File: config.mk
export PLATFORM = sky130hd
export DESIGN_NAME = fnd_scan_capture
export DESIGN_NICKNAME = d
export VERILOG_FILES = /design/src/rtl/fnd_pkg.sv /design/src/rtl/fnd_seg_decode.sv /design/src/rtl/fnd_scan_capture.sv
export SDC_FILE = /design/constraint.sdc
export NUM_CORES = 1
export LEC_CHECK = 0
export CORE_ASPECT_RATIO = 1.75
export CORE_UTILIZATION = 50
export CTS_BUF_LIST = sky130_fd_sc_hd__clkbuf_4 sky130_fd_sc_hd__clkbuf_8
export CTS_CLUSTER_SIZE = 12
export DETAILED_ROUTE_END_ITERATION = 7
export MAX_ROUTING_LAYER = met4
export PLACE_DENSITY = 0.77
export RECOVER_POWER = 50
export SLEW_MARGIN = 20
export SYNTH_ARGS = -nofsm -noshare
export SYNTH_HDL_FRONTEND = slang
export SYNTH_SLANG_ARGS = --single-unit
File: constraint.sdc
create_clock -name clk -period 2.2 [get_ports clk]
set_input_delay 0.33 -clock clk [delete_from_list [all_inputs] [get_ports clk]]
set_output_delay 0.33 -clock clk [all_outputs]
set_load 0.02 [all_outputs]
File: src/rtl/fnd_pkg.sv
// Shared constants and types for the FND scan capture monitor.
package fnd_pkg;

    // Active-low 7-segment patterns {g,f,e,d,c,b,a}
    localparam logic [6:0] SEG_0     = 7'h40;
    localparam logic [6:0] SEG_1     = 7'h79;
    localparam logic [6:0] SEG_2     = 7'h24;
    localparam logic [6:0] SEG_3     = 7'h30;
    localparam logic [6:0] SEG_4     = 7'h19;
    localparam logic [6:0] SEG_5     = 7'h12;
    localparam logic [6:0] SEG_6     = 7'h02;
    localparam logic [6:0] SEG_7     = 7'h78;
    localparam logic [6:0] SEG_8     = 7'h00;
    localparam logic [6:0] SEG_9     = 7'h10;
    localparam logic [6:0] SEG_BLANK = 7'h7F;

    // Active-low one-hot digit enables; bit0 is the rightmost digit
    localparam logic [3:0] COM_D0  = 4'hE;
    localparam logic [3:0] COM_D1  = 4'hD;
    localparam logic [3:0] COM_D2  = 4'hB;
    localparam logic [3:0] COM_D3  = 4'h7;
    localparam logic [3:0] COM_OFF = 4'hF;

    // Stored for blank digits and for undecodable patterns
    localparam logic [3:0] BLANK_CODE = 4'hF;

    typedef enum logic [1:0] {
        ST_WAIT,
        ST_SETTLE,
        ST_HELD
    } scan_state_t;

    // True when the enable pattern selects exactly one digit
    function automatic logic com_is_select(input logic [3:0] com);
        return (com == COM_D0) || (com == COM_D1) ||
               (com == COM_D2) || (com == COM_D3);
    endfunction

    // Digit index of a legal select; callers only use it when com_is_select()
    function automatic logic [1:0] com_index(input logic [3:0] com);
        logic [1:0] idx;
        case (com)
            COM_D1:  idx = 2'd1;
            COM_D2:  idx = 2'd2;
            COM_D3:  idx = 2'd3;
            default: idx = 2'd0;
        endcase
        return idx;
    endfunction

endpackage

File: src/rtl/fnd_seg_decode.sv
// Combinational active-low segment pattern to BCD decoder.
module fnd_seg_decode
    import fnd_pkg::*;
(
    input  logic [7:0] seg,
    output logic       valid,
    output logic [3:0] bcd,
    output logic       dp
);

    // Blank is a legal code that maps to BLANK_CODE; anything unknown is flagged invalid
    always_comb begin
        valid = 1'b1;
        bcd   = BLANK_CODE;
        case (seg[6:0])
            SEG_0:     bcd = 4'd0;
            SEG_1:     bcd = 4'd1;
            SEG_2:     bcd = 4'd2;
            SEG_3:     bcd = 4'd3;
            SEG_4:     bcd = 4'd4;
            SEG_5:     bcd = 4'd5;
            SEG_6:     bcd = 4'd6;
            SEG_7:     bcd = 4'd7;
            SEG_8:     bcd = 4'd8;
            SEG_9:     bcd = 4'd9;
            SEG_BLANK: bcd = BLANK_CODE;
            default:   valid = 1'b0;
        endcase
        dp = ~seg[7];
    end

endmodule

File: src/rtl/fnd_scan_capture.sv
// Receive-side monitor for a 4-digit multiplexed FND bus: settles each
// digit strobe, decodes it and publishes complete 4-digit frames.
module fnd_scan_capture
    import fnd_pkg::*;
#(
    parameter int SETTLE_CYCLES  = 4,
    parameter int TIMEOUT_CYCLES = 1_000_000
) (
    input  logic        clk,
    input  logic        reset,
    input  logic [3:0]  fnd_com,
    input  logic [7:0]  fnd_data,
    output logic [15:0] digits,
    output logic [3:0]  dps,
    output logic        frame_valid,
    output logic        seg_err,
    output logic        com_err,
    output logic        stalled
);

    localparam int SW = $clog2(SETTLE_CYCLES + 1);
    localparam int TW = $clog2(TIMEOUT_CYCLES + 1);
    localparam logic [SW-1:0] SETTLE_LAST  = SW'(SETTLE_CYCLES - 1);
    localparam logic [TW-1:0] TIMEOUT_MAX  = TW'(TIMEOUT_CYCLES);
    localparam logic [TW-1:0] TIMEOUT_PREV = TW'(TIMEOUT_CYCLES - 1);

    logic [3:0]      com_q;
    logic [7:0]      data_q;
    scan_state_t     state;
    logic [SW-1:0]   settle_cnt;
    logic [TW-1:0]   stall_cnt;
    logic [3:0][3:0] shadow_bcd;
    logic [3:0]      shadow_dp;
    logic [3:0]      cap_mask;

    logic            in_change;
    logic            next_select;
    logic            capture;
    logic            frame_done;
    logic [1:0]      cap_idx;
    logic            dec_valid;
    logic [3:0]      dec_bcd;
    logic            dec_dp;

    // Register the bus once; everything downstream works on the _q copies
    always_ff @(posedge clk) begin
        if (!reset) begin
            com_q  <= COM_OFF;
            data_q <= 8'hFF;
        end else begin
            com_q  <= fnd_com;
            data_q <= fnd_data;
        end
    end

    // The incoming value differs from the registered one, so the _q values
    // change on this edge; treating that as the restart point makes the
    // first cycle of a new value count as stable cycle 0.
    assign in_change   = (fnd_com != com_q) || (fnd_data != data_q);
    assign next_select = com_is_select(fnd_com);

    // Capture fires on the last settle cycle even if the bus changes on the
    // same edge: the value already was stable for the full window.
    assign capture    = (state == ST_SETTLE) && (settle_cnt == SETTLE_LAST);
    assign frame_done = (cap_mask == 4'hF);
    assign cap_idx    = com_index(com_q);

    fnd_seg_decode u_dec (
        .seg   (data_q),
        .valid (dec_valid),
        .bcd   (dec_bcd),
        .dp    (dec_dp)
    );

    // Scan FSM: restart settling on any bus change, hold after capture
    always_ff @(posedge clk) begin
        if (!reset) begin
            state      <= ST_WAIT;
            settle_cnt <= '0;
            com_err    <= 1'b0;
        end else begin
            com_err <= (fnd_com != com_q) && !next_select && (fnd_com != COM_OFF);
            if (in_change) begin
                settle_cnt <= '0;
                state      <= next_select ? ST_SETTLE : ST_WAIT;
            end else if (capture) begin
                state <= ST_HELD;
            end else if (state == ST_SETTLE) begin
                settle_cnt <= settle_cnt + SW'(1);
            end
        end
    end

    // Shadow capture and frame publish; a full mask publishes one cycle after
    // the completing capture and is cleared on the same edge.
    always_ff @(posedge clk) begin
        if (!reset) begin
            shadow_bcd  <= '0;
            shadow_dp   <= '0;
            cap_mask    <= '0;
            digits      <= '0;
            dps         <= '0;
            frame_valid <= 1'b0;
            seg_err     <= 1'b0;
        end else begin
            seg_err     <= capture && !dec_valid;
            frame_valid <= frame_done;
            if (capture) begin
                shadow_bcd[cap_idx] <= dec_bcd;
                shadow_dp[cap_idx]  <= dec_dp;
            end
            if (frame_done) begin
                digits <= shadow_bcd;
                dps    <= shadow_dp;
            end
            cap_mask <= (frame_done ? 4'h0 : cap_mask) |
                        (capture ? (4'b0001 << cap_idx) : 4'h0);
        end
    end

    // Idle watchdog: saturating count of cycles since the last capture
    always_ff @(posedge clk) begin
        if (!reset) begin
            stall_cnt <= '0;
            stalled   <= 1'b0;
        end else if (capture) begin
            stall_cnt <= '0;
            stalled   <= 1'b0;
        end else if (stall_cnt != TIMEOUT_MAX) begin
            stall_cnt <= stall_cnt + TW'(1);
            stalled   <= (stall_cnt == TIMEOUT_PREV);
        end
    end

endmodule
[Word-level counts from Yosys, hierarchy flattened]
Index checks and enable logic that the tools add are counted.
Word-level totals
  bits in registers: 85
  input port bits: 14
  output and inout bits: 24
  word-level logic and storage cells: 82
Cells by class
  $add $sub $neg: 2
  magnitude comparators: 2
  eq/ne operators: 25
  shift operators: 1
  multiplexer cells: 14
  bitwise operators: 4
  reduce and logical (&&, ||, !) cells: 17
Operators by type and width (number)
  $pmux W4 S10: 1
  $eq A7 B7 Y1 const B: 4
  $eq A4 B4 Y1 const B: 6
  $eq A7 B5 Y1 const B: 3
  $add A20 B1 Y20 const B: 1
  $eq A20 B20 Y1 const B: 1
  $ne A20 B20 Y1 const B: 1
  $bwmux W16: 1
  $eq A7 B6 Y1 const B: 2
  $mux W4: 3
  $reduce_or A11 Y1: 1
  $demux W4 S2: 1
  $eq A4 B3 Y1 const B: 2
  $ne A8 B8 Y1: 1
  $eq A7 B2 Y1 const B: 1
  $logic_not A7 Y1: 1
  $pmux W2 S3: 1
  $logic_and A1 B1 Y1: 5
  $bwmux W4: 1
  $logic_or A1 B1 Y1: 4
  $mux W2: 2
  $ne A4 B4 Y1: 1
  $ne A4 B4 Y1 const B: 1
  $or A4 B4 Y4: 1
  other kinds (13): 19

[Logic depth before layout (Yosys ltp)]
Gate-level depths: netlist (run 1).
  depth in word-level cells: 7
  mapped depth: 7
  mapped depth without buffers: 7

[Modules after synthesis]
Synthesis (run 1) repeated with hierarchy kept, for this count alone.
Unflattened totals
  cell total of the unflattened synthesis: 416
  area, all modules: 3649.8 sq um
Modules (own cells, without submodules)
  fnd_scan_capture: instances 1, cells each 380, area each 3412.0 sq um
  fnd_seg_decode: instances 1, cells each 36, area each 237.7 sq um

[Worst setup path before layout (run 1)]
No wires, ideal clock.
  kind: register to register
  start point: register settle_cnt[0]
  end point: register shadow_bcd[5] (netlist bit)
  arrival time: 1.590 ns
  path slack: 0.494 ns
  cell stages (with the launch flop): 8
  path buffers: 0
  clock period less this slack: 1.706 ns
  cells stage by stage: dfxtp_1 ha_1 ha_1 and3b_1 nand2_2 nor3_4 mux2i_1 nor2b_1
On the way
  longest elaborated chain between the ends: 2
Ends and longest elaborated chain
  from (decl): RTL line fnd_scan_capture.sv:30  | logic [SW-1:0] settle_cnt;
  from (signal assigned): RTL line fnd_scan_capture.sv:89  | settle_cnt <= settle_cnt + SW'(1);
  $eq A3 B2 Y1: RTL line fnd_scan_capture.sv:64  | assign capture = (state == ST_SETTLE) && (settle_cnt == SETTLE_LAST);
  $logic_and A1 B1 Y1: RTL line fnd_scan_capture.sv:64
  to (signal assigned): RTL line fnd_scan_capture.sv:98  | shadow_bcd <= '0;
  to (signal, indexed assignment): RTL line fnd_scan_capture.sv:109  | shadow_bcd[cap_idx] <= dec_bcd;
  to (decl): RTL line fnd_scan_capture.sv:32  | logic [3:0][3:0] shadow_bcd;
Every way passes these cells.
A chain may end at the register's enable or synchronous reset.

[Worst setup path in the final report (run 1)]
  start point: register settle_cnt[0]
  end point: register shadow_bcd[15] (netlist bit)
The elaborated chain is that of the path after synthesis.

==> impl_summary.md, run 1 <==
Logic synthesis
Yosys attributes the largest share of cell area to dfxtp_1 (45%), nand2_1 (6.8%), xnor2_1 (5.3%). Synthesis produced a netlist whose cell count is 414. The number of nets handed over by synthesis was 432. The top-area cell type share of the netlist area is 0.446. The most used flip-flop cell after synthesis is dfxtp_1. The most repeated cell in the gate-level netlist after synthesis is dfxtp_1. The share of synthesized flip-flops with an asynchronous set or reset is 0. The synthesized area is 3820 um2. In this run, synthesis produced a sequential element count of 85. The synthesized design spends more area on one cell type than any other, namely dfxtp_1.

The number of different library cells used by synthesis comes to 55. The commonest cells after synthesis are dfxtp_1 (85), nand2_1 (69), nor2_1 (31). Of the synthesized area, sequential elements account for 0.446. The count of flip-flops with a built-in enable after synthesis is 0.

Yosys printed 0 warnings. Each instance of the synthesized netlist takes up on average 9.22 um2.

Placed design
In this run the cell area measured after placement is 4230 um2. The count of buffers added on input and output ports is 37. The congestion estimate from routability-driven global placement came to 0.810. The sum of net half-perimeters after detailed placement is 5540 um.

Timing
The slew at the pin closest to its max-slew limit is 0.766 ns. Hold timing on the final database bottoms out at a slack of 0.325 ns. The count of final max-slew check failures came to 0. The final critical path time including I/O delays and setup is 1.92 ns. Setup violations remaining at the end of the flow were counted as 0.

Setup repair after global routing left no endpoint under its margin. Setup total negative slack on the finished layout was measured at 0 ns. The final number of hold-violating endpoints is 0. The relative max-transition margin is 0.489. Of the available clock period, the critical path in the final layout requires 0.871. For the final database, setup skew stands at 0.00690 ns.

Timing would allow up to 522 MHz.

Final layout
The final core utilization is 0.610. For this run, the post-layout net count is 463. Registers take 1700 um2. Relative to the synthesized area, the layout overhead comes to 16.3%.

In the final layout, the multi-input gates occupy 1980 um2. The number of filler instances in the final layout is 646. The share of cells above drive strength 1 is 0.0911. The cell area after layout is 4440 um2.

0 antenna diodes ended up in the layout.

Power
Power spread over the standard cell area amounts to 675 nW/um2. The analysis attributes to cell leakage a power of 1.63 nW. VDD sags by at most 0.529 mV.

Drt
The via count is 2,916. The detail route stage leaves a number of antenna-violating nets equal to 0. For this run, design rule violations remaining after detail routing come to 0. After detailed routing, the number of vias per cell comes to 5.44. For this block, the initial DRC count from the detailed router was 104.

Dividing the detail-routed wire length by the instance count gives 14.1 um. The number of detailed-route iterations in the first pass is 4. The wire length after detailed routing is 7560 um.

Run status
The flow ran to the end, and the final reports show no timing, DRC or antenna violations.

Clock tree
The longest clock path from root to sink contains 2 buffers. The clock-pin slew on the worst setup and hold paths is 0.08 ns. For this design, the CTS-stage hold fixing added 0 buffers. The count of instances resized after the clock tree is built is 0.

Buffers inserted during clock tree synthesis total 9. The H-tree generated during clock tree synthesis spans 3 levels. Clock tree synthesis selected as its root buffer the cell clkbuf_8. Buffers added to address setup during post-CTS repair amount to 0.

The clock tree from TritonCTS is done. The clock drives 85 sinks. Clock latency on the worst-skew pair, taken at its later pin, is 0.35 ns.

Critical path
For the worst setup path, the data arrival time is 2.20 ns. The critical path is of the reg2reg type. The type of destination of the critical path is a flip-flop. The maximum fanout along the worst path is 10. At the worst endpoint, the required time is 2.48 ns. The startpoint kind of the worst setup timing path is a flip-flop.

Floorplan
The total I/O pin count is 38. The width of the chip is 68.1 um. The floorplan step set the die height to 118 um. The initial utilization of the core area, before any placement, comes to 0.524.

The die area is 8000 um2. After floorplanning, the core was divided into 41 placement rows. The core region is 7280 um2.

Global route
The first global-routing pass estimated 12,500 um of wire. The overall track demand over capacity in global routing is 0.210. The overflow left after global routing is 0. The maximum number of pins on one net before global-route repair is 52. The via count of the first global-routing pass came to 2,876. The number of antenna violations at the first check in global routing was 0.

Min path
The path type of the worst min-delay path is in2reg.

Job
Max-cap violations in this run came to 0.
[final cells by class]
cell class / count / area share
clock inverters: 4 / 0.0158
multi-input cells: 300 / 0.445
clock buffers: 12 / 0.0358
inverters: 7 / 0.00592
flip-flops and latches: 85 / 0.383
repair buffers: 42 / 0.0902
well taps: 86 / 0.0242
[worst paths after layout]
path	slack (ns)	start	cells past startpoint	endpoint
min	0.33	reset	2	data_q[5]$_SDFF_PN1_
max reg2reg	0.28	settle_cnt[0]$_SDFFE_PP0P_	7	shadow_bcd[15]$_SDFFE_PN0P_
max	0.28	settle_cnt[0]$_SDFFE_PP0P_	7	shadow_bcd[15]$_SDFFE_PN0P_
min reg2reg	0.47	digits[9]$_SDFFE_PN0P_	2	digits[9]$_SDFFE_PN0P_
[report_power, final]
group | total, mW | switching, mW | internal (mW)
Combinational | 0.155 | 0.0781 | 0.0773
Sequential | 1.59 | 0.0359 | 1.56
Clock | 1.25 | 0.537 | 0.711
Total | 3.00 | 0.651 | 2.34
[metrics by stage]
stage	cells	worst slack (ns)	power, mW
6_report	536	0.284	3.00
5_1_grt	536	0.143	3.09
4_1_cts	536	0.220	3.03
3_3_place_gp	520	0.363	1.79
3_5_place_dp	520	0.231	1.79
2_1_floorplan	414	0.494	1.73
[layout by cell type, fill, tap and decap left out, types with 2 or more instances in the layout]
| cell | netlist | routed |
|---|---|---|
| dfxtp_1 | 85 | 85 |
| nand2_1 | 69 | 69 |
| nor2_1 | 31 | 31 |
| xnor2_1 | 23 | 23 |
| a21boi_0 | 20 | 20 |
| dlygate4sd3_1 | 0 | 19 |
| clkdlybuf4s50_1 | 0 | 17 |
| nor2b_1 | 13 | 13 |
| nand2b_1 | 12 | 12 |
| nand3_1 | 12 | 12 |
| a21oi_1 | 12 | 12 |
| mux2i_1 | 11 | 11 |
| clkbuf_8 | 0 | 11 |
| xor2_1 | 10 | 10 |
| nand4_1 | 9 | 9 |
| inv_1 | 7 | 7 |
| o21ai_0 | 7 | 7 |
| nand3b_1 | 4 | 5 |
| a31oi_1 | 5 | 5 |
| nor3_1 | 3 | 4 |
| o21ai_1 | 4 | 4 |
| o211ai_1 | 4 | 4 |
| o211a_1 | 4 | 4 |
| ha_1 | 4 | 4 |
| buf_4 | 2 | 4 |
| nor3b_1 | 3 | 3 |
| nand4_2 | 3 | 3 |
| or3_1 | 3 | 3 |
| and4_1 | 2 | 2 |
| nor4_1 | 2 | 2 |
| nor4b_1 | 2 | 2 |
| nand4b_1 | 2 | 2 |
| nor3_4 | 2 | 2 |
| nor4_2 | 2 | 2 |
| clkinv_2 | 0 | 2 |
| bufinv_16 | 0 | 2 |
[metal layers]
| metal | vias up | track usage | wire length [um] |
|---|---|---|---|
| met4 | 0 | 0.0859 | 165 |
| met1 | 1389 | 0.209 | 3120 |
| met2 | 37 | 0.371 | 4100 |
| li1 | 1479 | - | - |
| met5 | - | - | 0 |
| met3 | 11 | 0.0475 | 168 |
[kinds of logic after synthesis]
group	count (synthesis)	share of synthesized area
and+or+nand+nor	188	0.279
DFF	85	0.446
AOI/OAI and AO/OA	64	0.125
xor gates and xnor gates	33	0.0757
buffers and inverters	29	0.0324
muxes	11	0.0288
adders and majority gates	4	0.0131
[critical path, cell delays in order, from the launching register on]
cell      delay (ns)
dfxtp_1         0.37
ha_1            0.17
ha_1            0.19
nand3b_1        0.26
nor4b_4         0.32
buf_4           0.23
o21ai_0         0.10
a31oi_1         0.20
[sequential cells by signal, summed over array words and instances, names as in the netlist]
name and count:
dps 4, state 2, shadow_dp 4, cap_mask 4, settle_cnt 3, frame_valid 1
com_err 1, com_q 4, digits 16, shadow_bcd 16, data_q 8, seg_err 1
stalled 1, stall_cnt 20
(Power assumes the default switching activity.)
==> run 2, diff against run 1 <==
--- a/config.mk
+++ b/config.mk
@@ -7,11 +7,12 @@
 export LEC_CHECK = 0
 export CORE_ASPECT_RATIO = 1.75
 export CORE_UTILIZATION = 50
-export CTS_BUF_LIST = sky130_fd_sc_hd__clkbuf_4 sky130_fd_sc_hd__clkbuf_8
+export CTS_BUF_LIST = sky130_fd_sc_hd__clkbuf_4 sky130_fd_sc_hd__clkbuf_8 sky130_fd_sc_hd__clkbuf_16
+export CTS_CLUSTER_DIAMETER = 100
 export CTS_CLUSTER_SIZE = 12
 export DETAILED_ROUTE_END_ITERATION = 7
 export MAX_ROUTING_LAYER = met4
-export PLACE_DENSITY = 0.77
+export PLACE_DENSITY = 0.71
 export RECOVER_POWER = 50
 export SLEW_MARGIN = 20
 export SYNTH_ARGS = -nofsm -noshare
==> run 2 against run 1 <==
Against the previous run:
- routed wire length increased by 1.6%
- core utilization increased by 1.8 points
- combinational power increased by 3%
- largest cell class unchanged
==> impl_summary.md, run 2 (same netlist as run 1, synthesis figures left out) <==
Run status
The run finished with clean final reports.

Clock tree
The TritonCTS sink count is 85 (unchanged). The clock-pin slew on the worst setup and hold paths came to 0.06 ns (-0.02 ns). The hold buffer count at CTS was 0 (unchanged). The clock latency at the later pin of the worst-skew pair is 0.34 ns (about the same). The buffer type at the clock tree root is clkbuf_16. The maximum root-to-sink buffer count is 2 (unchanged). The H-tree depth was 3 (unchanged). The buffer count from post-CTS setup fixing is 0 (unchanged). TritonCTS built the clock tree.

The number of buffers created by CTS is 9 (unchanged). The count of instances resized after the clock tree is built is 0 (unchanged).

Power
The switching share of power is 0.199 (-0.0187). The power density of the placed cells came to 765 nW/um2 (+13%). The leakage power total is 1.71 nW (+4.4%). The net switching power figure is 0.695 mW (+6.7%). The sequential fraction of design power is 0.456 (-0.075). The peak supply drop is 0.866 mV (+64%). The overall power of the completed layout was 3.50 mW (+17%).

The combinational cell fraction of total power came to 0.046 (-0.006). The share of power burned in the clock network is 0.498 (+0.081). The internal portion of total power was 2.80 mW (+20%).

Placed design
The post-placement cell area came to 4250 um2 (+0.35%). The sum of net half-perimeters after detailed placement is 5350 um (-3.4%). The pre-CTS setup slack is 0.232 ns (+0.00102 ns).

The number of placed cells counting well taps was 522 (+0.38%). The weighted congestion reported at the end of routability-driven placement was 0.778 (-4.0%). The total of buffers placed on input and output ports is 37 (unchanged).

Timing
The final number of hold-violating endpoints is 0 (unchanged). Setup repair after global routing left no endpoint under its margin. The setup TNS after final layout was 0 ns (unchanged). The slack of the critical path is 0.307 ns (+0.0223 ns). The maximum achievable frequency was 528 MHz (+1.2%). The worst setup skew after layout was 0.00659 ns (-0.000313 ns). The post-route clock period utilization is 0.861 (-0.0102).

The relative max-transition margin is 0.552 (+0.0626). The count of final max-slew check failures is 0 (unchanged). The final critical path time including I/O delays and setup is 1.89 ns (-0.0223 ns). The number of failing setup endpoints in the final timing report is 0 (unchanged).

The slew at the pin closest to its max-slew limit is 0.672 ns (-0.0940 ns). The worst hold-check slack came to 0.459 ns (+0.134 ns).

Floorplan
The total I/O pin count came to 38 (unchanged). The total core area is 7280 um2 (unchanged). The width of the chip was 68.1 um (unchanged). The initial core utilization was 0.524 (unchanged). The die area is 8000 um2 (unchanged). The vertical extent of the die is 118 um (unchanged). The cell row count is 41 (unchanged).

Global route
The number of antenna violations at the first check in global routing is 0 (unchanged). The first-pass GRT wire length is 13,000 um (+3.5%). The maximum number of pins on one net before global-route repair was 40 (-23%). The overall track demand over capacity in global routing came to 0.216 (+0.00623). The overflow left after global routing came to 0 (unchanged). The via count of the first global-routing pass is 2,866 (-0.35%).

Critical path
The register-to-register path setup slack came to 0.31 ns (+0.02 ns). The type of destination of the critical path is a flip-flop. The cell count of the worst reg-to-reg path came to 7 (unchanged). The capturing point of the worst reg2reg path is shadow_bcd[6]$_SDFFE_PN0P_. The maximum fanout along the worst path came to 10 (unchanged). The startpoint kind of the worst setup timing path is a flip-flop. The startpoint of the lowest-slack register-to-register path is settle_cnt[0]$_SDFFE_PP0P_.

The critical path class is reg2reg. The data required time at the worst endpoint was 2.43 ns (-0.05 ns). The launch point of the critical path is settle_cnt[0]$_SDFFE_PP0P_. The data arrival time of the critical path is 2.12 ns (-0.08 ns). Following the worst setup path forward leads to its endpoint at shadow_bcd[6]$_SDFFE_PN0P_.

Job
The number of max-cap violations was 0 (unchanged).

Drt
The number of nets still failing antenna checks after routing is 0 (unchanged). The average vias per placed instance is 5.44 (about the same). The average detailed-routed wire length per instance came to 14.3 um (+1.2%).

The number of detailed-route iterations in the first pass is 4 (unchanged). The wire length after detailed routing came to 7680 um (+1.6%). The via count came to 2,925 (+0.31%).

The residual DRC count is 0 (unchanged). The DRC marker count from the first detailed-route iteration is 136 (+31%).

Final layout
In the final layout, the registers with the most flip-flops are stall_cnt x20, digits x16, shadow_bcd x16. The number of diodes added for antenna fixing is 0 (unchanged). The area overhead of the layout relative to synthesis is 19.7%.

In the layout the commonest cells are dfxtp_1 (85), nand2_1 (69), nor2_1 (31). The number of nets in the finished design came to 465 (+0.43%). The final cell count without fillers came to 538 (+0.37%). The cell area after layout is 4570 um2 (+2.9%). The number of flip-flops under the largest register name was 20 (unchanged). The register with the most flip-flops in the final layout is stall_cnt.

The share of cells above drive strength 1 is 0.0907 (-0.000403). Leaving out fill and tap cells, the most frequent cell in the layout is dfxtp_1. The final core utilization was 0.627 (+0.0179).

Min path
The path type of the worst min-delay path is reg2reg.
[run 2: cell count changes in the layout (fill, tap and decap cells not counted), sizes merged]
cell	before	now
clkbuf	13	15
bufinv	2	3
clkinv	2	1
[run 2: critical path, stage by stage, from the launching register on]
cell and delay, ns:
dfxtp_1 0.36, ha_1 0.17, ha_1 0.20, and3b_1 0.25, nand2_2 0.12, nor3_4 0.38
mux2i_1 0.24, nor2b_1 0.06
[run 2: power groups by stage]
stage / Combinational [mW] / Clock, mW / Sequential [mW]
finish: 0.160 / 1.74 / 1.59
global route: 0.176 / 1.83 / 1.60
detailed placement: 0.165 / 0 / 1.63
global placement: 0.159 / 0 / 1.63
floorplan: 0.124 / 0 / 1.61
CTS: 0.166 / 1.77 / 1.59
[run 2: worst min path at each step]
stage	startpoint	cells past startpoint	slack [ns]	endpoint
after floorplan	fnd_com[1]	1	0.42	com_err$_SDFF_PN0_
after global placement	digits[5]$_SDFFE_PN0P_	2	0.45	digits[5]$_SDFFE_PN0P_
after detailed placement	digits[14]$_SDFFE_PN0P_	2	0.46	digits[14]$_SDFFE_PN0P_
after CTS	reset	2	0.31	data_q[1]$_SDFF_PN1_
after global routing	dps[3]$_SDFFE_PN0P_	2	0.48	dps[3]$_SDFFE_PN0P_
final	digits[2]$_SDFFE_PN0P_	2	0.46	digits[2]$_SDFFE_PN0P_
[run 2: cell type report]
cell class | count | area (um2)
fill | 628 | 2710
multi-input combinational | 300 | 1980
sequential | 85 | 1700
timing repair buffer | 44 | 410
clock buffer | 12 | 254
tap | 86 | 108
clock inverter | 4 | 95.1
inverter | 7 | 26.3
[run 2: layer usage]
layer  routed length [um]  global-route usage
met5                    0                   -
met4                   94              0.0729
met3                  271              0.0552
met2                 4050               0.353
met1                 3260               0.248
==> run 3, diff against run 2 <==
--- a/config.mk
+++ b/config.mk
@@ -12,7 +12,7 @@
 export CTS_CLUSTER_SIZE = 12
 export DETAILED_ROUTE_END_ITERATION = 7
 export MAX_ROUTING_LAYER = met4
-export PLACE_DENSITY = 0.71
+export PLACE_DENSITY_LB_ADDON = 0.12
 export RECOVER_POWER = 50
 export SLEW_MARGIN = 20
 export SYNTH_ARGS = -nofsm -noshare
==> run 3 against run 2 <==
Against the previous run:
- sequential share of layout area grew 0.64 points
- routed wire length grew 1.6%
- core utilization shrank 1.1 points
- die area is the same
- global-route usage grew 0.30 points
- largest power group is now registers
- non-clock buffer count shrank 2
- power shrank 8.4%
- clock power shrank 16%
- worst setup slack gained 0.012 ns
==> impl_summary.md, run 3 (same netlist as run 1, synthesis figures left out) <==
Run status
The flow ran to the end, and the final reports show no timing, DRC or antenna violations.

Placed design
The total of buffers placed on input and output ports is 37 (unchanged). The post-placement cell area is 4240 um2 (about the same). The weighted congestion reported at the end of routability-driven placement is 0.849 (+9.0%). The sum of net half-perimeters after detailed placement is 5630 um (+5.3%). The number of placed cells counting well taps is 520 (-0.38%).

Critical path
The cell count of the worst reg-to-reg path is 6 (-1). The startpoint identified for the worst register-to-register timing path is stall_cnt[1]$_SDFFE_PP0P_. The data required time at the worst endpoint is 2.48 ns (+0.05 ns). The launch point of the critical path is stall_cnt[1]$_SDFFE_PP0P_. STA classifies the critical path startpoint as a flip-flop.

The critical path class is reg2reg. The data arrival time of the critical path was 2.16 ns (+0.04 ns). The maximum fanout along the worst path is 6 (-4). The type of destination of the critical path is a flip-flop. The slowest stage of the critical path belongs to the cell dfxtp_1.

The capturing point of the worst reg2reg path is stall_cnt[18]$_SDFFE_PP0P_. The signal on the critical path passes through ha_1 -> nand4_2 -> nor4_4 -> nand3_1 -> or3_1 -> nand2_1. The register-to-register path setup slack is 0.32 ns (about the same). The delay of the slowest cell on the worst path is 0.46 ns (+0.08 ns). The worst setup path endpoint is stall_cnt[18]$_SDFFE_PP0P_.

Final layout
The final cell count without fillers is 535 (-0.56%). The number of nets in the finished design was 463 (-0.43%). The most common library cell in the layout ignoring fill and taps is dfxtp_1.

The number of diodes added for antenna fixing is 0 (unchanged). In the final layout, the registers with the most flip-flops are stall_cnt x20, digits x16, shadow_bcd x16. The number of flip-flops under the largest register name was 20 (unchanged). The cell area after layout came to 4490 um2 (-1.7%). The most flop-heavy register is stall_cnt. The area overhead of the layout relative to synthesis is 17.7%. The share of cells above drive strength 1 is 0.0869 (-0.00385). The top cell types in the final layout, fill and taps aside, are dfxtp_1 (85), nand2_1 (69), nor2_1 (31).

Floorplan
The cell row count is 41 (unchanged). The vertical extent of the die is 118 um (unchanged). The total I/O pin count is 38 (unchanged). The total core area was 7280 um2 (unchanged). The initial core utilization is 0.524 (unchanged). The die area is 8000 um2 (unchanged). The width of the chip is 68.1 um (unchanged).

Power
The leakage power total is 1.65 nW (-3.6%). The peak supply drop is 0.438 mV (-49%). The overall power of the completed layout came to 3.20 mW (-8.4%). The power density of the placed cells was 713 nW/um2 (-6.8%).

Timing
The post-route clock period utilization is 0.855 (-0.00543). The maximum achievable frequency is 532 MHz (+0.63%). The worst setup skew after layout is 0.00606 ns (-0.000523 ns). Setup repair after global routing left no endpoint under its margin.

The setup TNS after final layout is 0 ns (unchanged). The final number of hold-violating endpoints is 0 (unchanged). The worst hold-check slack is 0.457 ns (-0.00222 ns). The number of failing setup endpoints in the final timing report is 0 (unchanged). The count of final max-slew check failures is 0 (unchanged). The final critical path time including I/O delays and setup is 1.88 ns (-0.0119 ns). The relative max-transition margin is 0.433 (-0.119). The slew at the pin closest to its max-slew limit is 0.851 ns (+0.179 ns).

Clock tree
The buffer count from post-CTS setup fixing is 0 (unchanged). The clock latency at the later pin of the worst-skew pair is 0.34 ns (about the same). The H-tree depth is 3 (unchanged). The number of buffers created by CTS is 9 (unchanged).

The maximum root-to-sink buffer count is 2 (unchanged). The buffer type at the clock tree root is clkbuf_16. The count of instances resized after the clock tree is built is 0 (unchanged). The clock-pin slew on the worst setup and hold paths is 0.06 ns (about the same). The TritonCTS sink count is 85 (unchanged). TritonCTS built the clock tree. The hold buffer count at CTS is 0 (unchanged).

Global route
The overflow left after global routing is 0 (unchanged). The overall track demand over capacity in global routing came to 0.219 (+0.00296). The first-pass GRT wire length is 12,900 um (-0.43%). The number of antenna violations at the first check in global routing is 0 (unchanged). The maximum number of pins on one net before global-route repair is 55 (+38%). The via count of the first global-routing pass is 2,839 (-0.94%).

Min path
The path type of the worst min-delay path is in2reg. The number of instances on the worst hold path is 2 (unchanged).

Drt
The number of nets still failing antenna checks after routing is 0 (unchanged). The average vias per placed instance is 5.45 (+0.32%). The residual DRC count is 0 (unchanged). The number of detailed-route iterations in the first pass is 4 (unchanged). The via count is 2,918 (-0.24%).

The DRC marker count from the first detailed-route iteration is 128 (-5.9%). The average detailed-routed wire length per instance was 14.6 um (+2.2%). The wire length after detailed routing came to 7800 um (+1.6%).

Job
The number of max-cap violations is 0 (unchanged).
==> run 3: cell count changes in the layout (fill, tap and decap cells not counted), sizes merged <==
cell	previous run	this run
clkdlybuf4s50	17	22
dlygate4sd3	19	14
buf	5	3
bufinv	3	1
clkbuf	15	13
clkinv	1	3
clkinvlp	0	1
==> run 3: worst min path at each step <==
stage,from,end,slack (ns)
after floorplan,fnd_com[1],com_err$_SDFF_PN0_,0.42
after global placement,shadow_bcd[15]$_SDFFE_PN0P_,digits[15]$_SDFFE_PN0P_,0.45
after detailed placement,shadow_bcd[15]$_SDFFE_PN0P_,digits[15]$_SDFFE_PN0P_,0.45
after CTS,reset,data_q[1]$_SDFF_PN1_,0.32
after global routing,shadow_bcd[15]$_SDFFE_PN0P_,digits[15]$_SDFFE_PN0P_,0.48
final,reset,data_q[6]$_SDFF_PN1_,0.46
==> run 3: cell type report <==
type                            count  area [um2]
Clock buffer                       10         233
Clock inverter                      5        52.6
Fill cell                         658        2790
Inverter                            7        26.3
Multi-Input combinational cell    300        1980
Sequential cell                    85        1700
Tap cell                           86         108
Timing Repair Buffer               42         397
==> run 3: report_power, final <==
part / internal (mW) / leakage [nW] / switching, mW
Combinational: 0.0753 / 0.815 / 0.0747
Clock: 0.879 / 0.142 / 0.577
Sequential: 1.56 / 0.689 / 0.0398
==> run 3: per-stage QoR <==
stage | setup slack, ns | utilization
4_1_cts | 0.293 | 0.622
3_3_place_gp | 0.353 | 0.583
6_report | 0.319 | 0.617
5_1_grt | 0.172 | 0.617
2_1_floorplan | 0.494 | -
3_5_place_dp | 0.282 | 0.583
==> run 3: critical path, delay by kind of cell, from the launching register on <==
kind | cells | cell delay [ns]
adders and majority gates | 1 | 0.29
and+or+nand+nor | 5 | 1.07
DFF | 1 | 0.46
==> run 3: layer usage <==
metal | GRT usage | wire length, um | up-vias
met5 | - | 0 | -
met4 | 0.0990 | 126 | 0
met3 | 0.0601 | 183 | 9
met2 | 0.368 | 4300 | 51
met1 | 0.227 | 3190 | 1372
li1 | - | - | 1486
==> edit 1: new RTL, config.mk and constraints of run 1 <==
`SETTLE_CYCLES`: 4 -> 16.
--- a/src/rtl/fnd_scan_capture.sv
+++ b/src/rtl/fnd_scan_capture.sv
@@ -3,7 +3,7 @@
 module fnd_scan_capture
     import fnd_pkg::*;
 #(
-    parameter int SETTLE_CYCLES  = 4,
+    parameter int SETTLE_CYCLES  = 16,
     parameter int TIMEOUT_CYCLES = 1_000_000
 ) (
     input  logic        clk,
Check against the original RTL: not equivalent (a bounded check fails within 10 cycles, from zero or initial values and one cycle with reset low).
==> edit 1 against run 1 <==
  * Sequential share of layout area grew 1.3 points
  * Via count grew 7.6%
  * Final area decreased by 0.99%
  * Setup slack got worse by 74 ps
  * Synthesized area shrank 4.1%
  * Synthesized cell count up 2.4%
  * Final cell count up 4.1%
  * Total power fell by 0.28%
  * Die area decreased by 4.0%
  * Clock skew increased by 0.56 ps
  * Sequential cell count increased by 2
  * Count of clock-buffer cells in the layout shrank 1
  * Utilization increased by 2.2 points
  * Wire length up 5.6%
  * Highest routed layer unchanged
  * Largest cell class unchanged
==> edit 1: results (changes against run 1) <==
- The overall routing resource usage is 23.2% (+2.2 points).
- The number of nets in the layout is 488 (+5.4%).
- Signal routing reaches up to met4.
- The routability-driven placement congestion ratio was 0.890 (+9.8%).
- The net count after synthesis is 442 (+2.3%).
- The number of global-route vias before repair is 3028 (+5.3%).
- In the post-synthesis netlist, the biggest area contributors are dfxtp_1 (48%), nand2_1 (7.1%), a21oi_1 (5.2%).
- The cell at the root of the clock tree is clkbuf_8.
- The largest registers in the layout are stall_cnt x20, digits x16, shadow_bcd x16.
- The detailed placer's ending HPWL is 5880 um (+6.3%).
- The count of endpoints failing setup in the final report is 0 (unchanged).
- The pin count of the biggest net entering global routing came to 24 (-54%).
- The met3 demand-to-capacity share in global routing is 4.56% (-0.18 points).
- The sequential fraction of the synthesis area was 47.5% (+3.0 points).
- The setup slack after placement came to 45.0 ps (-186 ps).
- The global-route wire length before repair is 13200 um (+5.1%).
- The clock edge transition at the registers on the reported setup and hold paths is 80 ps (about the same).
- The wire length on met1 was 3010 um (-3.7%).
- The instance count along the most critical hold path came to 2 (unchanged).
- The run finished with clean final reports.
- The clock skew after layout came to 7.46 ps (+0.565 ps).
- The cell count of the worst reg-to-reg path came to 7 (unchanged).
- The arrival time at the worst endpoint was 2270 ps (+70 ps).
- The met1 layer usage reported by global route came to 21.1% (+0.14 points).
- The count of cell types in the netlist is 52 (-5.5%).
- The met2 demand-to-capacity share in global routing is 45.4% (+8.3 points).
- The leakage power total is 1.60 nW (-1.9%).
- The detailed router's first-iteration violation count is 97 (-6.7%).
- The transition time at the pin with the least slew margin is 906 ps (+139 ps).
- The largest voltage drop on the vdd net is 0.000579 V (+9.5%).
- The per-cell routed wire length is 14.3 um (+1.4%).
- The number of vias per cell is 5.63 (+3.4%).
- The H-tree depth is 3 (unchanged).
- The type of the tightest min-delay check is register to register.
- The ratio of cells with drive above 1 in the final layout is 8.23% (-0.88 points).
- By count the netlist is led by dfxtp_1 (87), nand2_1 (69), a21oi_1 (38).
- The largest fanout on the critical path came to 5 (-5).
- The wire length on met3 is 229 um (+36%).
- The amount of wire on met2 after detailed routing was 4620 um (+13%).
- The count of buffers added by post-CTS timing repair for setup was 0 (unchanged).
edit 1: changes by cell type after synthesis, sizes merged, moves of 6 or more:
cell	before	now
xor2	10	20
a21boi	20	0
nor2b	13	1
o22ai	1	7
nor3	7	14
a21oi	13	38
xnor2	23	8
edit 1: final cells by class:
cell class | instances | area, um2
multi-input cells | 310 | 1820
repair buffers | 54 | 483
clock inverters | 4 | 70.1
well taps | 84 | 105
fillers | 600 | 2560
inverters | 8 | 30.0
flip-flops and latches | 87 | 1740
clock buffers | 11 | 145
edit 1: stage by stage:
step | area (um2) | util, % | std cells
finish | 4400 | 63.2 | 558
global route | 4400 | 63.2 | 558
CTS | 4410 | 63.3 | 558
detailed placement | 4190 | 60.2 | 543
global placement | 4190 | 60.2 | 543
floorplan | 3660 | - | 424
edit 1: power breakdown:
group	internal, mW	switching (mW)	total [mW]	leakage (nW)
clock network	0.673	0.532	1.21	0.113
registers	1.59	0.0345	1.63	0.705
logic	0.0724	0.0818	0.154	0.785
edit 1: timing repair:
item,in CTS,in global routing
endpoints found under the hold margin,0,0
resized for setup,0,1
setup endpoints to repair,0,6
edit 1: worst paths after layout:
check                                   start            end  slack (ps)
worst max-delay path            settle_cnt[0]  shadow_bcd[3]         210
worst min register to register      digits[2]      digits[2]         450
worst max register to register  settle_cnt[0]  shadow_bcd[3]         210
worst min-delay path                digits[2]      digits[2]         450
edit 1: critical path, stage by stage (launching register included):
cell and delay (ps):
dfxtp_1 380, ha_1 190, and3_1 160, ha_1 210
nand3b_1 200, a221oi_2 360, o21ai_0 200, o22ai_1 210
edit 1: cells by family after synthesis:
logic type	count (synthesis)	synth area share [%]
xor+xnor	28	6.69
buf+inv	27	2.90
flops	87	47.5
simple gates	192	26.8
mux	8	2.19
fa+ha+maj	4	1.37
compound gates	78	12.5
==> edit 2: new RTL, settings of run 1 <==
Without the edit above. Encoding of `scan_state_t`: now one-hot (3 bits for 3 states).
--- a/src/rtl/fnd_pkg.sv
+++ b/src/rtl/fnd_pkg.sv
@@ -24,10 +24,10 @@
     // Stored for blank digits and for undecodable patterns
     localparam logic [3:0] BLANK_CODE = 4'hF;
 
-    typedef enum logic [1:0] {
-        ST_WAIT,
-        ST_SETTLE,
-        ST_HELD
+    typedef enum logic [2:0] {
+        ST_WAIT   = 3'b001,
+        ST_SETTLE = 3'b010,
+        ST_HELD   = 3'b100
     } scan_state_t;
 
     // True when the enable pattern selects exactly one digit
Function: same outputs for any inputs over 10 cycles, from zero or initial values and one cycle with reset low; not proved beyond that.
==> edit 2 against run 1 <==
  * Wire length increased by 0.53%
  * Clock skew is 3.7 ps higher
  * Setup slack got worse by 84 ps
  * Count of clock-buffer cells in the layout did not move
  * Final area shrank 3.4%
  * Largest cell class unchanged
  * Synthesized area fell by 5.6%
  * Critical endpoint is now stall_cnt[1]
  * Utilization grew 1.2 points
  * Final cell count is 2.1% higher
  * Sequential cell count up 1
  * Synthesized cell count rose by 1.7%
  * Total power down 2.6%
  * Largest power group unchanged
==> edit 2: results (changes against run 1) <==
- The delay contributed by the slowest stage of the critical path came to 550 ps (+180 ps).
- The largest fanout on the critical path came to 6 (-4).
- The clock skew after layout is 10.6 ps (+3.73 ps).
- By area the synthesized netlist is led by dfxtp_1 (48%), nand2_1 (6.4%), a21oi_1 (5.6%).
- The largest individual stage delay along the critical path comes from the cell or4_4.
- The number of global-route vias before repair was 2887 (+0.38%).
- Counting instances in the post-synthesis netlist gives the leading cell types as dfxtp_1 (86), nand2_1 (61), a21oi_1 (40).
- The via count of the routed design is 3021 (+3.6%).
- The per-cell routed wire length is 13.9 um (-1.5%).
- The arrival time at the worst endpoint is 2230 ps (+30 ps).
- On the critical path the largest part of the delay comes from simple AND/OR/NAND/NOR gates.
- The detailed router's first-iteration violation count is 153 (+47%).
- The setup slack after placement was 108 ps (-124 ps).
- The global-route wire length before repair was 12600 um (+0.88%).
- The ratio of cells with drive above 1 in the final layout was 7.34% (-1.8 points).
- The overall routing resource usage is 22.4% (+1.5 points).
- The leakage power total was 1.49 nW (-9.0%).
- The flow ran to the end, and the final reports show no timing, DRC or antenna violations.
- The number of nets in the layout is 476 (+2.8%).
- The routability-driven placement congestion ratio came to 0.792 (-2.2%).
- The switching power is 0.664 mW (+2.0%).
- The sequential fraction of the synthesis area was 47.8% (+3.2 points).
- Clock-pin slew was measured on the worst setup and hold paths at 90 ps.
- The count of filler cells inserted in the layout is 632 (-2.2%).
- The number of placed instances, taps included is 531 (+2.1%).
- The largest registers in the layout are stall_cnt x20, digits x16, shadow_bcd x16.
- The count of cell types in the netlist came to 44 (-20%).
- The largest voltage drop on the vdd net is 0.000465 V (-12%).
- The net count after synthesis was 439 (+1.6%).
- The transition time at the pin with the least slew margin came to 708 ps (-58.3 ps).
- The type of the tightest min-delay check is register to register.
- The post-synthesis cell count is 421 (+1.7%).
- The detailed placer's ending HPWL was 5480 um (-0.95%).
## edit 2: cells by family (layout without fill, tap and decap cells)
logic type,Yosys count,after routing,synth area share (%)
fa+ha+maj,4,4,1.39
xor+xnor,32,32,7.78
flops,86,86,47.8
simple gates,191,191,27.2
buf+inv,29,71,3.02
mux,2,2,0.556
compound gates,77,77,12.3
## edit 2: path summary, 6_finish.rpt
path	startpoint	endpoint	slack (ps)	depth (start not counted)
max	stall_cnt[7]	stall_cnt[1]	200	5
min	shadow_bcd[3]	digits[3]	450	2
min reg2reg	shadow_bcd[3]	digits[3]	450	2
max reg2reg	stall_cnt[7]	stall_cnt[1]	200	5
## edit 2: layout make-up
cell class,instances,area share (%)
sequential,86,40.1
clock inverter,4,1.28
timing repair buffer,49,10.6
multi-input combinational,306,41.3
inverter,6,0.525
clock buffer,12,3.70
tap,84,2.45
## edit 2: stage by stage
| stage | area (um2) | power, mW |
|---|---|---|
| final | 4290 | 2.92 |
| after global routing | 4290 | 3.02 |
| after CTS | 4300 | 2.93 |
| after detailed placement | 4080 | 1.80 |
| after global placement | 4080 | 1.79 |
| after floorplan | 3600 | 1.73 |
## edit 2: worst min-delay path, delay by kind of cell (launching register included)
kind / cells / cell delay [ps]
simple gates: 1 / 60
flops: 1 / 310
compound gates: 1 / 50
## edit 2: routing by layer
layer	track usage [%]	routed length [um]	up-vias
met5	-	0	-
met2	41.4	4310	47
met4	9.93	118	0
li1	-	-	1537
met3	4.48	187	9
met1	21.8	2980	1428
## edit 2: power by group through the flow
stage               clock network [mW]  logic [mW]  registers, mW
global route                      1.24       0.163           1.62
CTS                               1.17       0.152           1.61
detailed placement                   0       0.152           1.65
floorplan                            0       0.106           1.63
global placement                     0       0.145           1.65
finish                            1.16       0.148           1.61
